$ cat src/rtl/fetch_stage.sv
// RV32I fetch stage: fetch PC, imem requests, {pc, instr} buffer toward IF/ID; FETCH_MISALIGN_TRAP_EN adds misaligned-redirect halt.
// Latency: request in cycle 0, push end of cycle 1, VALID_D in cycle 2; redirect target valid at t+3 (t+4 when draining).
// Backpressure: READY_D low holds the head; requests stop once buffered plus in-flight entries reach DEPTH.

module fetch_fifo #(
   parameter int W     = 64,
   parameter int DEPTH = 2
) (
   input  logic                     CLK,
   input  logic                     RST,
   input  logic                     clr,
   input  logic                     push,
   input  logic [W-1:0]             push_dat,
   input  logic                     pop,
   output logic [W-1:0]             head_dat,
   output logic [$clog2(DEPTH):0]   count
);
   localparam int AW = $clog2(DEPTH);

   logic [W-1:0]  mem [DEPTH];
   logic [AW-1:0] wr_ptr;
   logic [AW-1:0] rd_ptr;

   // Entries are cleared on reset so the head reads zero before the first push.
   always_ff @(posedge CLK) begin
      if (RST) begin
         wr_ptr <= '0;
         rd_ptr <= '0;
         count  <= '0;
         for (int i = 0; i < DEPTH; i++) mem[i] <= '0;
      end else if (clr) begin
         wr_ptr <= '0;
         rd_ptr <= '0;
         count  <= '0;
      end else begin
         if (push) begin
            mem[wr_ptr] <= push_dat;
            wr_ptr      <= wr_ptr + AW'(1);
         end
         if (pop) rd_ptr <= rd_ptr + AW'(1);
         count <= count + (AW+1)'(push) - (AW+1)'(pop);
      end
   end

   assign head_dat = mem[rd_ptr];
endmodule

module fetch_stage #(
   parameter logic [31:0] RESET_PC = 32'h0000_0000,
   parameter int          DEPTH    = 2
) (
   input  logic        CLK,
   input  logic        RST,
   output logic        IMEM_REQ,
   output logic [31:0] IMEM_ADDR,
   input  logic [31:0] IMEM_RDATA,
   input  logic        REDIRECT,
   input  logic [31:0] REDIRECT_PC,
   output logic        VALID_D,
   input  logic        READY_D,
   output logic [31:0] INSTR_D,
   output logic [31:0] PC_D,
   output logic [31:0] PCPLUS4_D
`ifdef FETCH_MISALIGN_TRAP_EN
   ,
   output logic        MISALIGN_F
`endif
);
   localparam int            CW      = $clog2(DEPTH) + 1;
   localparam logic [CW:0]   DEPTH_W = (CW+1)'(DEPTH);

`ifdef FETCH_MISALIGN_TRAP_EN
   typedef enum logic [1:0] {S_RUN, S_DRAIN, S_HALT} state_t;
`else
   typedef enum logic [1:0] {S_RUN, S_DRAIN} state_t;
`endif

   state_t        state, state_nxt;
   logic [31:0]   fetch_pc, fetch_pc_nxt;
   logic          inflight, inflight_nxt;
   logic [31:0]   inflight_pc;
   logic          misalign, misalign_nxt;
   logic [CW-1:0] count;
   logic [CW:0]   occ;
   logic          pop;
   logic          push;
   logic [63:0]   head_dat;

   assign pop      = VALID_D & READY_D;
   assign occ      = {1'b0, count} + (CW+1)'(inflight) - (CW+1)'(pop);
   // Gated by RST so nothing is requested while reset is held.
   assign IMEM_REQ  = !RST && (state == S_RUN) && (occ < DEPTH_W);
   assign IMEM_ADDR = fetch_pc;
   assign push      = inflight & ~REDIRECT;

   always_ff @(posedge CLK) begin
      if (RST) begin
         state       <= S_RUN;
         fetch_pc    <= RESET_PC;
         inflight    <= 1'b0;
         inflight_pc <= '0;
         misalign    <= 1'b0;
      end else begin
         state       <= state_nxt;
         fetch_pc    <= fetch_pc_nxt;
         inflight    <= inflight_nxt;
         inflight_pc <= fetch_pc;
         misalign    <= misalign_nxt;
      end
   end

   always_comb begin
      state_nxt    = state;
      fetch_pc_nxt = fetch_pc;
      inflight_nxt = IMEM_REQ;
      misalign_nxt = misalign;
      if (IMEM_REQ) fetch_pc_nxt = fetch_pc + 32'd4;
      if (state == S_DRAIN) state_nxt = S_RUN;
      // A request issued alongside a redirect is cancelled; its response slot is drained.
      if (REDIRECT) begin
         fetch_pc_nxt = REDIRECT_PC & 32'hFFFF_FFFC;
         inflight_nxt = 1'b0;
         state_nxt    = IMEM_REQ ? S_DRAIN : S_RUN;
`ifdef FETCH_MISALIGN_TRAP_EN
         misalign_nxt = |REDIRECT_PC[1:0];
         if (misalign_nxt) state_nxt = S_HALT;
`endif
      end
   end

   fetch_fifo #(.W(64), .DEPTH(DEPTH)) u_buf (
      .CLK      (CLK),
      .RST      (RST),
      .clr      (REDIRECT),
      .push     (push),
      .push_dat ({inflight_pc, IMEM_RDATA}),
      .pop      (pop),
      .head_dat (head_dat),
      .count    (count)
   );

   assign VALID_D   = (count != '0);
   assign PC_D      = head_dat[63:32];
   assign INSTR_D   = head_dat[31:0];
   assign PCPLUS4_D = PC_D + 32'd4;

`ifdef FETCH_MISALIGN_TRAP_EN
   assign MISALIGN_F = misalign;
`endif
endmodule

$ cat config.mk
export PLATFORM = sky130hd
export DESIGN_NAME = fetch_stage
export DESIGN_NICKNAME = d
export VERILOG_FILES = /design/src/rtl/fetch_stage.sv
export SDC_FILE = /design/constraint.sdc
export NUM_CORES = 1
export LEC_CHECK = 0
export CAP_MARGIN = 20
export CORE_MARGIN = 3
export CORE_UTILIZATION = 45
export CTS_BUF_LIST = sky130_fd_sc_hd__clkbuf_4 sky130_fd_sc_hd__clkbuf_8
export CTS_CLUSTER_SIZE = 12
export DETAILED_ROUTE_END_ITERATION = 7
export GPL_TIMING_DRIVEN = 1
export PLACE_DENSITY_LB_ADDON = 0.1
export SYNTH_ARGS = -nofsm -noshare
export SYNTH_HDL_FRONTEND = slang
export SYNTH_SLANG_ARGS = --single-unit
$ cat constraint.sdc
create_clock -name CLK -period 3.95 [get_ports CLK]
set_input_delay 0.79 -clock CLK [delete_from_list [all_inputs] [get_ports CLK]]
set_output_delay 0.79 -clock CLK [all_outputs]
set_load 0.02 [all_outputs]
==> impl_metrics.env, run 1 <==
export IMPL_outcome="completed"
export IMPL_max_freq_mhz=269.2
export IMPL_path_clk_slew_ns=0.10
export IMPL_hold_slack_ns=0.5205
export IMPL_drive_gt1_frac=0.1249
export IMPL_power_mw=4.155
export IMPL_hold_class="flop to flop"
export IMPL_peakVddDrop_uv=254.1
export IMPL_nets=1022
export IMPL_die_w_um=146.1
export IMPL_core_area_mm2=0.01902
export IMPL_port_buffers=189
export IMPL_rsz0062_at_grt="false"
export IMPL_cts_root_buf="clkbuf_8"
export IMPL_avgSynthCellArea_um2=11.71
export IMPL_clkSinkCount=191
export IMPL_wire_per_inst_um=16.62
export IMPL_first_pass_iters=5
export IMPL_ys_types=51
export IMPL_worstPathArrival_ns=2.93
export IMPL_tns_ns=0
export IMPL_endpoint_kind="primary output"
export IMPL_gr_total_overflow=0
export IMPL_fin_crit_ns=3.715
export IMPL_hold_viol=0
export IMPL_ioPinCount=198
export IMPL_drc=0
export IMPL_synth_top_flop_cell="edfxtp_1"
export IMPL_synth_cells=755
export IMPL_cts_buffers=17
export IMPL_syn_to_final_growth_pct=30.37
export IMPL_dp_cells=1184
export IMPL_drtIter0Drc=337
export IMPL_crit_type="flop to primary output"
export IMPL_grt_max_degree=71
export IMPL_setup_viol=0
export IMPL_yosysSeqAreaShare=0.5730
export IMPL_p_leak_nw=4.466
export IMPL_grt_use_total=0.1922
export IMPL_drv_cap=0
export IMPL_n_antenna_cell=0
export IMPL_viasPerCell=5.023
export IMPL_layout_cells_non_filler=1221
export IMPL_ys_async_sr_fraction=0
export IMPL_start_kind="flop"
export IMPL_clock_latency_ns=0.45
export IMPL_clock_skew_ns=0.01287
export IMPL_die_h_um=146.1
export IMPL_rows=50
export IMPL_power_density_mw_per_mm2=360.6
export IMPL_first_global_vias=6422
export IMPL_design_area_mm2=0.01152
export IMPL_hpwl_um=14050
export IMPL_tightestPinTransition_ns=0.6816
export IMPL_preCtsSetupSlack_ns=-0.03136
export IMPL_place_congestion=0.8457
export IMPL_grt_antenna_before_repair=0
export IMPL_cts_htree_levels=4
export IMPL_synth_edf_count=124
export IMPL_slew_limit_headroom=0.5439
export IMPL_cts_tree="built"
export IMPL_cp_data_required_time_ns=3.16
export IMPL_report_final_slew_viol_count=0
export IMPL_wl_um=20300
export IMPL_grt_pass1_wl_um=33400
export IMPL_timing_final_ws_setup_ns=0.2348
export IMPL_yosys_register_bits=191
export IMPL_syn_area_mm2=0.008838
export IMPL_die_area_mm2=0.02136
export IMPL_start_util=0.4647
export IMPL_ant_nets=0
export IMPL_placed_cell_area_mm2=0.01105
export IMPL_worst_path_max_fanout=12
export IMPL_ys_warn_count=0
export IMPL_vias=6133
export IMPL_fin_crit_sh=0.9406
export IMPL_fin_util=0.6059
export IMPL_ctsLongestPathBuffers=2
==> worst max-delay path, stage by stage (launching register included) <==
cell and delay [ns]:
dfxtp_4 0.47, mux2_2 0.38, ha_1 0.23, nand4b_1 0.12, a21oi_1 0.07, buf_4 0.16, and2_1 0.19, nand2_1 0.10
xnor2_1 0.11, clkdlybuf4s50_1 0.64
==> power by group <==
part	internal [mW]	switching (mW)	total (mW)
clock	0.600	0.671	1.27
sequential	2.22	0.0679	2.29
combinational	0.289	0.306	0.596
==> layout by cell type, fill, tap and decap left out, types with 3 or more instances in the layout <==
| cell type | netlist | final |
|---|---|---|
| a311oi_1 | 4 | 4 |
| nor2_1 | 37 | 37 |
| conb_1 | 1 | 6 |
| inv_1 | 22 | 22 |
| xor2_1 | 32 | 32 |
| o21ai_0 | 5 | 5 |
| or3_1 | 5 | 5 |
| a22oi_1 | 3 | 3 |
| dfxtp_1 | 67 | 66 |
| nor4_1 | 8 | 8 |
| a21oi_1 | 10 | 10 |
| clkbuf_8 | 0 | 18 |
| nand4_1 | 22 | 22 |
| inv_4 | 0 | 3 |
| buf_12 | 0 | 3 |
| clkinv_4 | 0 | 3 |
| edfxtp_1 | 124 | 124 |
| nand2b_1 | 3 | 3 |
| nor2b_1 | 31 | 31 |
| dlymetal6s2s_1 | 0 | 13 |
| a211oi_1 | 17 | 17 |
| buf_4 | 7 | 22 |
| mux2i_1 | 14 | 13 |
| nand2_1 | 35 | 35 |
| and3_1 | 4 | 3 |
| nand3b_1 | 3 | 3 |
| mux2_2 | 48 | 48 |
| nor3_1 | 9 | 8 |
| nand3_1 | 19 | 19 |
| ha_1 | 5 | 5 |
| nand4b_1 | 7 | 7 |
| clkdlybuf4s50_1 | 0 | 171 |
| dlygate4sd2_1 | 0 | 4 |
| xnor2_1 | 23 | 23 |
| and2_1 | 131 | 131 |
==> path summary, 6_finish.rpt <==
path                  startpoint         endpoint  slack (ns)  depth (start not counted)
hold / removal     IMEM_ADDR[29]  inflight_pc[29]        0.52                          1
setup reg to reg  u_buf.count[1]    IMEM_ADDR[15]        0.94                         13
hold reg to reg    IMEM_ADDR[29]  inflight_pc[29]        0.52                          1
setup / recovery            flop    PCPLUS4_D[16]        0.23                          9
==> sequential cells by signal, indices dropped and copies added, names as in the netlist, named ones only <==
name / cells
u_buf.mem: 124
u_buf.rd_ptr: 1
u_buf.wr_ptr: 1
inflight_pc: 30
inflight: 1
state: 1
u_buf.count: 2
IMEM_ADDR: 30
==> logic make-up (layout without fill, tap and decap cells) <==
logic type               Yosys count  in the layout  share of synthesized area
buffers and inverters             68            269                    0.03482
AO/OA/AOI/OAI                     50             50                    0.03992
XOR/XNOR                          55             55                    0.05450
multiplexers                      62             62                    0.07701
adder cells (fa/ha/maj)            6              6                   0.009343
AND/OR/NAND/NOR                  322            322                     0.2109
other                              1              6                  0.0004243
flip-flops                       191            191                     0.5730
==> final cells by class <==
type                       instances  area [um^2]
timing repair buffer             214         2140
sequential                       191         5069
clock buffer                      20        262.8
tap                              260        325.3
fill                            1601         7496
inverter                          23        86.33
multi-input combinational        501         3507
clock inverter                    12        132.6
==> routing by layer <==
metal	GRT usage	up-vias	share of wire
li1	-	3024	-
met1	0.2625	2862	0.46
met2	0.3052	226	0.46
met3	0.04780	21	0.064
met4	0.05786	0	0.014
met5	0	-	0
==> synth_stat cells (all sizes together) (10+ instances only) <==
cell type  instances  share of area
nor2b             31          0.022
nor3              10         0.0062
dfxtp             67           0.15
a21oi             10         0.0057
and2             131          0.093
nor2              37          0.016
mux2              48          0.061
xor2              32          0.032
xnor2             23          0.023
nand3             19          0.011
inv               22         0.0093
nand2             35          0.015
mux2i             14          0.016
buf               19          0.014
edfxtp           124           0.42
clkbuf            26          0.011
nand4             24          0.018
a211oi            17          0.014
==> timing repair <==
item / 4_1_cts / 5_1_grt
resized for setup: 6 / 14
pin swaps: 0 / 1
setup endpoints to repair: 12 / 15
buffers inserted: 2 / 3
hold buffers: 0 / 0
Power figures use the tool's default switching activity.
==> inputs of run 2 (changes only) <==
Settings changed: SETUP_SLACK_MARGIN set to 0.05.
==> run 2 against run 1 <==
  * Utilization about the same
  * Largest cell class unchanged
  * Sequential power barely moved
  * Largest power group unchanged
  * Cell area hardly changed
  * First-iteration DRC count shrank 3.0%
  * Clock power about the same
==> impl_metrics.env, run 2 (synthesis gave the netlist of run 1 again) <==
export IMPL_gr_total_overflow=0
export IMPL_die_area_mm2=0.02136
export IMPL_ctsHoldBuffers=0
export IMPL_largest_register="u_buf.mem"
export IMPL_power_density_mw_per_mm2=360.7
export IMPL_wl_um=20330
export IMPL_setup_viol=0
export IMPL_grt_use_total=0.1923
export IMPL_p_leak_nw=4.456
export IMPL_drv_cap=0
export IMPL_rows=50
export IMPL_outcome="completed"
export IMPL_grt_max_degree=71
export IMPL_syn_to_final_growth_pct=30.28
export IMPL_first_global_vias=6422
export IMPL_drtIter0Drc=327
export IMPL_hold_class="flop to flop"
export IMPL_hold_slack_ns=0.5208
export IMPL_nets=1022
export IMPL_rr_startpoint="u_buf.count[1]"
export IMPL_ioPinCount=198
export IMPL_wire_per_inst_um=16.65
export IMPL_crit_type="input port to primary output"
export IMPL_slew_limit_headroom=0.5282
export IMPL_endpoint_kind="primary output"
export IMPL_final_cell_mix="clkdlybuf4s50_1, and2_1, edfxtp_1"
export IMPL_design_area_mm2=0.01151
export IMPL_ant_nets=0
export IMPL_cp_data_required_time_ns=3.16
export IMPL_max_freq_mhz=270.9
export IMPL_start_kind="input port"
export IMPL_clock_latency_ns=0.44
export IMPL_cts_tree="built"
export IMPL_final_common_cell="clkdlybuf4s50_1"
export IMPL_worstHoldStart="IMEM_ADDR[29]"
export IMPL_viasPerCell=5.020
export IMPL_report_final_slew_viol_count=0
export IMPL_grt_pass1_wl_um=33410
export IMPL_tightestPinTransition_ns=0.7051
export IMPL_cts_root_buf="clkbuf_8"
export IMPL_cts_buffers=17
export IMPL_fin_crit_sh=0.9344
export IMPL_vias=6130
export IMPL_peakVddDrop_uv=253.4
export IMPL_tns_ns=0
export IMPL_ctsLongestPathBuffers=2
export IMPL_drc=0
export IMPL_worstPathArrival_ns=2.90
export IMPL_crit_path_start="READY_D"
export IMPL_fin_crit_ns=3.691
export IMPL_cts_htree_levels=4
export IMPL_largest_reg_flops=124
export IMPL_port_buffers=189
export IMPL_place_congestion=0.8457
export IMPL_hold_viol=0
export IMPL_hpwl_um=14050
export IMPL_clock_skew_ns=0.01320
export IMPL_start_util=0.4647
export IMPL_die_h_um=146.1
export IMPL_first_pass_iters=4
export IMPL_clkSinkCount=191
export IMPL_core_area_mm2=0.01902
export IMPL_worst_path_max_fanout=2
export IMPL_placed_cell_area_mm2=0.01105
export IMPL_path_clk_slew_ns=0.10
export IMPL_drive_gt1_frac=0.1259
export IMPL_n_antenna_cell=0
export IMPL_rsz0062_at_grt="false"
export IMPL_die_w_um=146.1
export IMPL_grt_antenna_before_repair=0
==> run 2: cell count changes in the layout (fill, tap and decap cells not counted) <==
cell,delta
clkdlybuf4s15_1,+2
clkdlybuf4s50_1,-2
clkbuf_2,+1
dlymetal6s2s_1,-1
==> run 2: final timing paths <==
check / slack, ns / end / depth (start not counted)
worst min register to register: 0.52 / inflight_pc[29] / 1
worst min-delay path: 0.52 / inflight_pc[29] / 1
worst max register to register: 0.92 / IMEM_ADDR[15] / 13
worst max-delay path: 0.26 / IMEM_REQ / 9
==> run 2: worst max-delay path, stage by stage <==
cell,delay [ns]
clkdlybuf4s50_1,0.46
and2_1,0.14
ha_1,0.23
inv_1,0.07
nand2_1,0.07
fa_1,0.50
nand2b_1,0.09
nor3_2,0.20
clkdlybuf4s15_1,0.34
==> run 2: what timing repair did <==
action | CTS | global route
pin swaps | 0 | 1
setup buffers | 2 | 3
resized for setup | 9 | 17
endpoints found under the setup margin | 15 | 15
gates cloned | 0 | 0
==> run 2: stage by stage <==
stage               setup WS (ns)  instances  power (mW)    util
CTS                       0.06619       1218       4.195  0.6025
global route              0.05247       1221       4.337  0.6055
global placement         -0.03471       1184       2.923  0.5811
floorplan                 0.06816        760       2.620       -
detailed placement       -0.03136       1184       2.935  0.5811
finish                     0.2591       1221       4.153  0.6055
==> run 2: where the power goes <==
part | internal [mW] | total [mW] | switching, mW
logic | 0.288 | 0.595 | 0.306
registers | 2.22 | 2.29 | 0.0680
clock network | 0.600 | 1.27 | 0.670
==> run 2: metal layers <==
layer / part of all wire / wire (um) / track usage / up-vias
met3: 0.064 / 1303 / 0.04780 / 20
met2: 0.46 / 9267 / 0.3052 / 227
li1: - / - / - / 3020
met5: 0 / 0 / 0 / -
met4: 0.013 / 265 / 0.05786 / 0
met1: 0.47 / 9488 / 0.2627 / 2863
==> run 2: layout make-up <==
class                      instances  area, um^2
sequential                       191        5069
tap                              260       325.3
fill                            1608        7503
multi-input combinational        501        3507
clock inverter                    12       132.6
inverter                          23       86.33
clock buffer                      20       262.8
timing repair buffer             214        2132
==> inputs of run 3 (changes only) <==
Settings changed: SLEW_MARGIN set to 20.
==> results of run 3 <==
Final layout, timing and power as in run 2 (identical DEF).
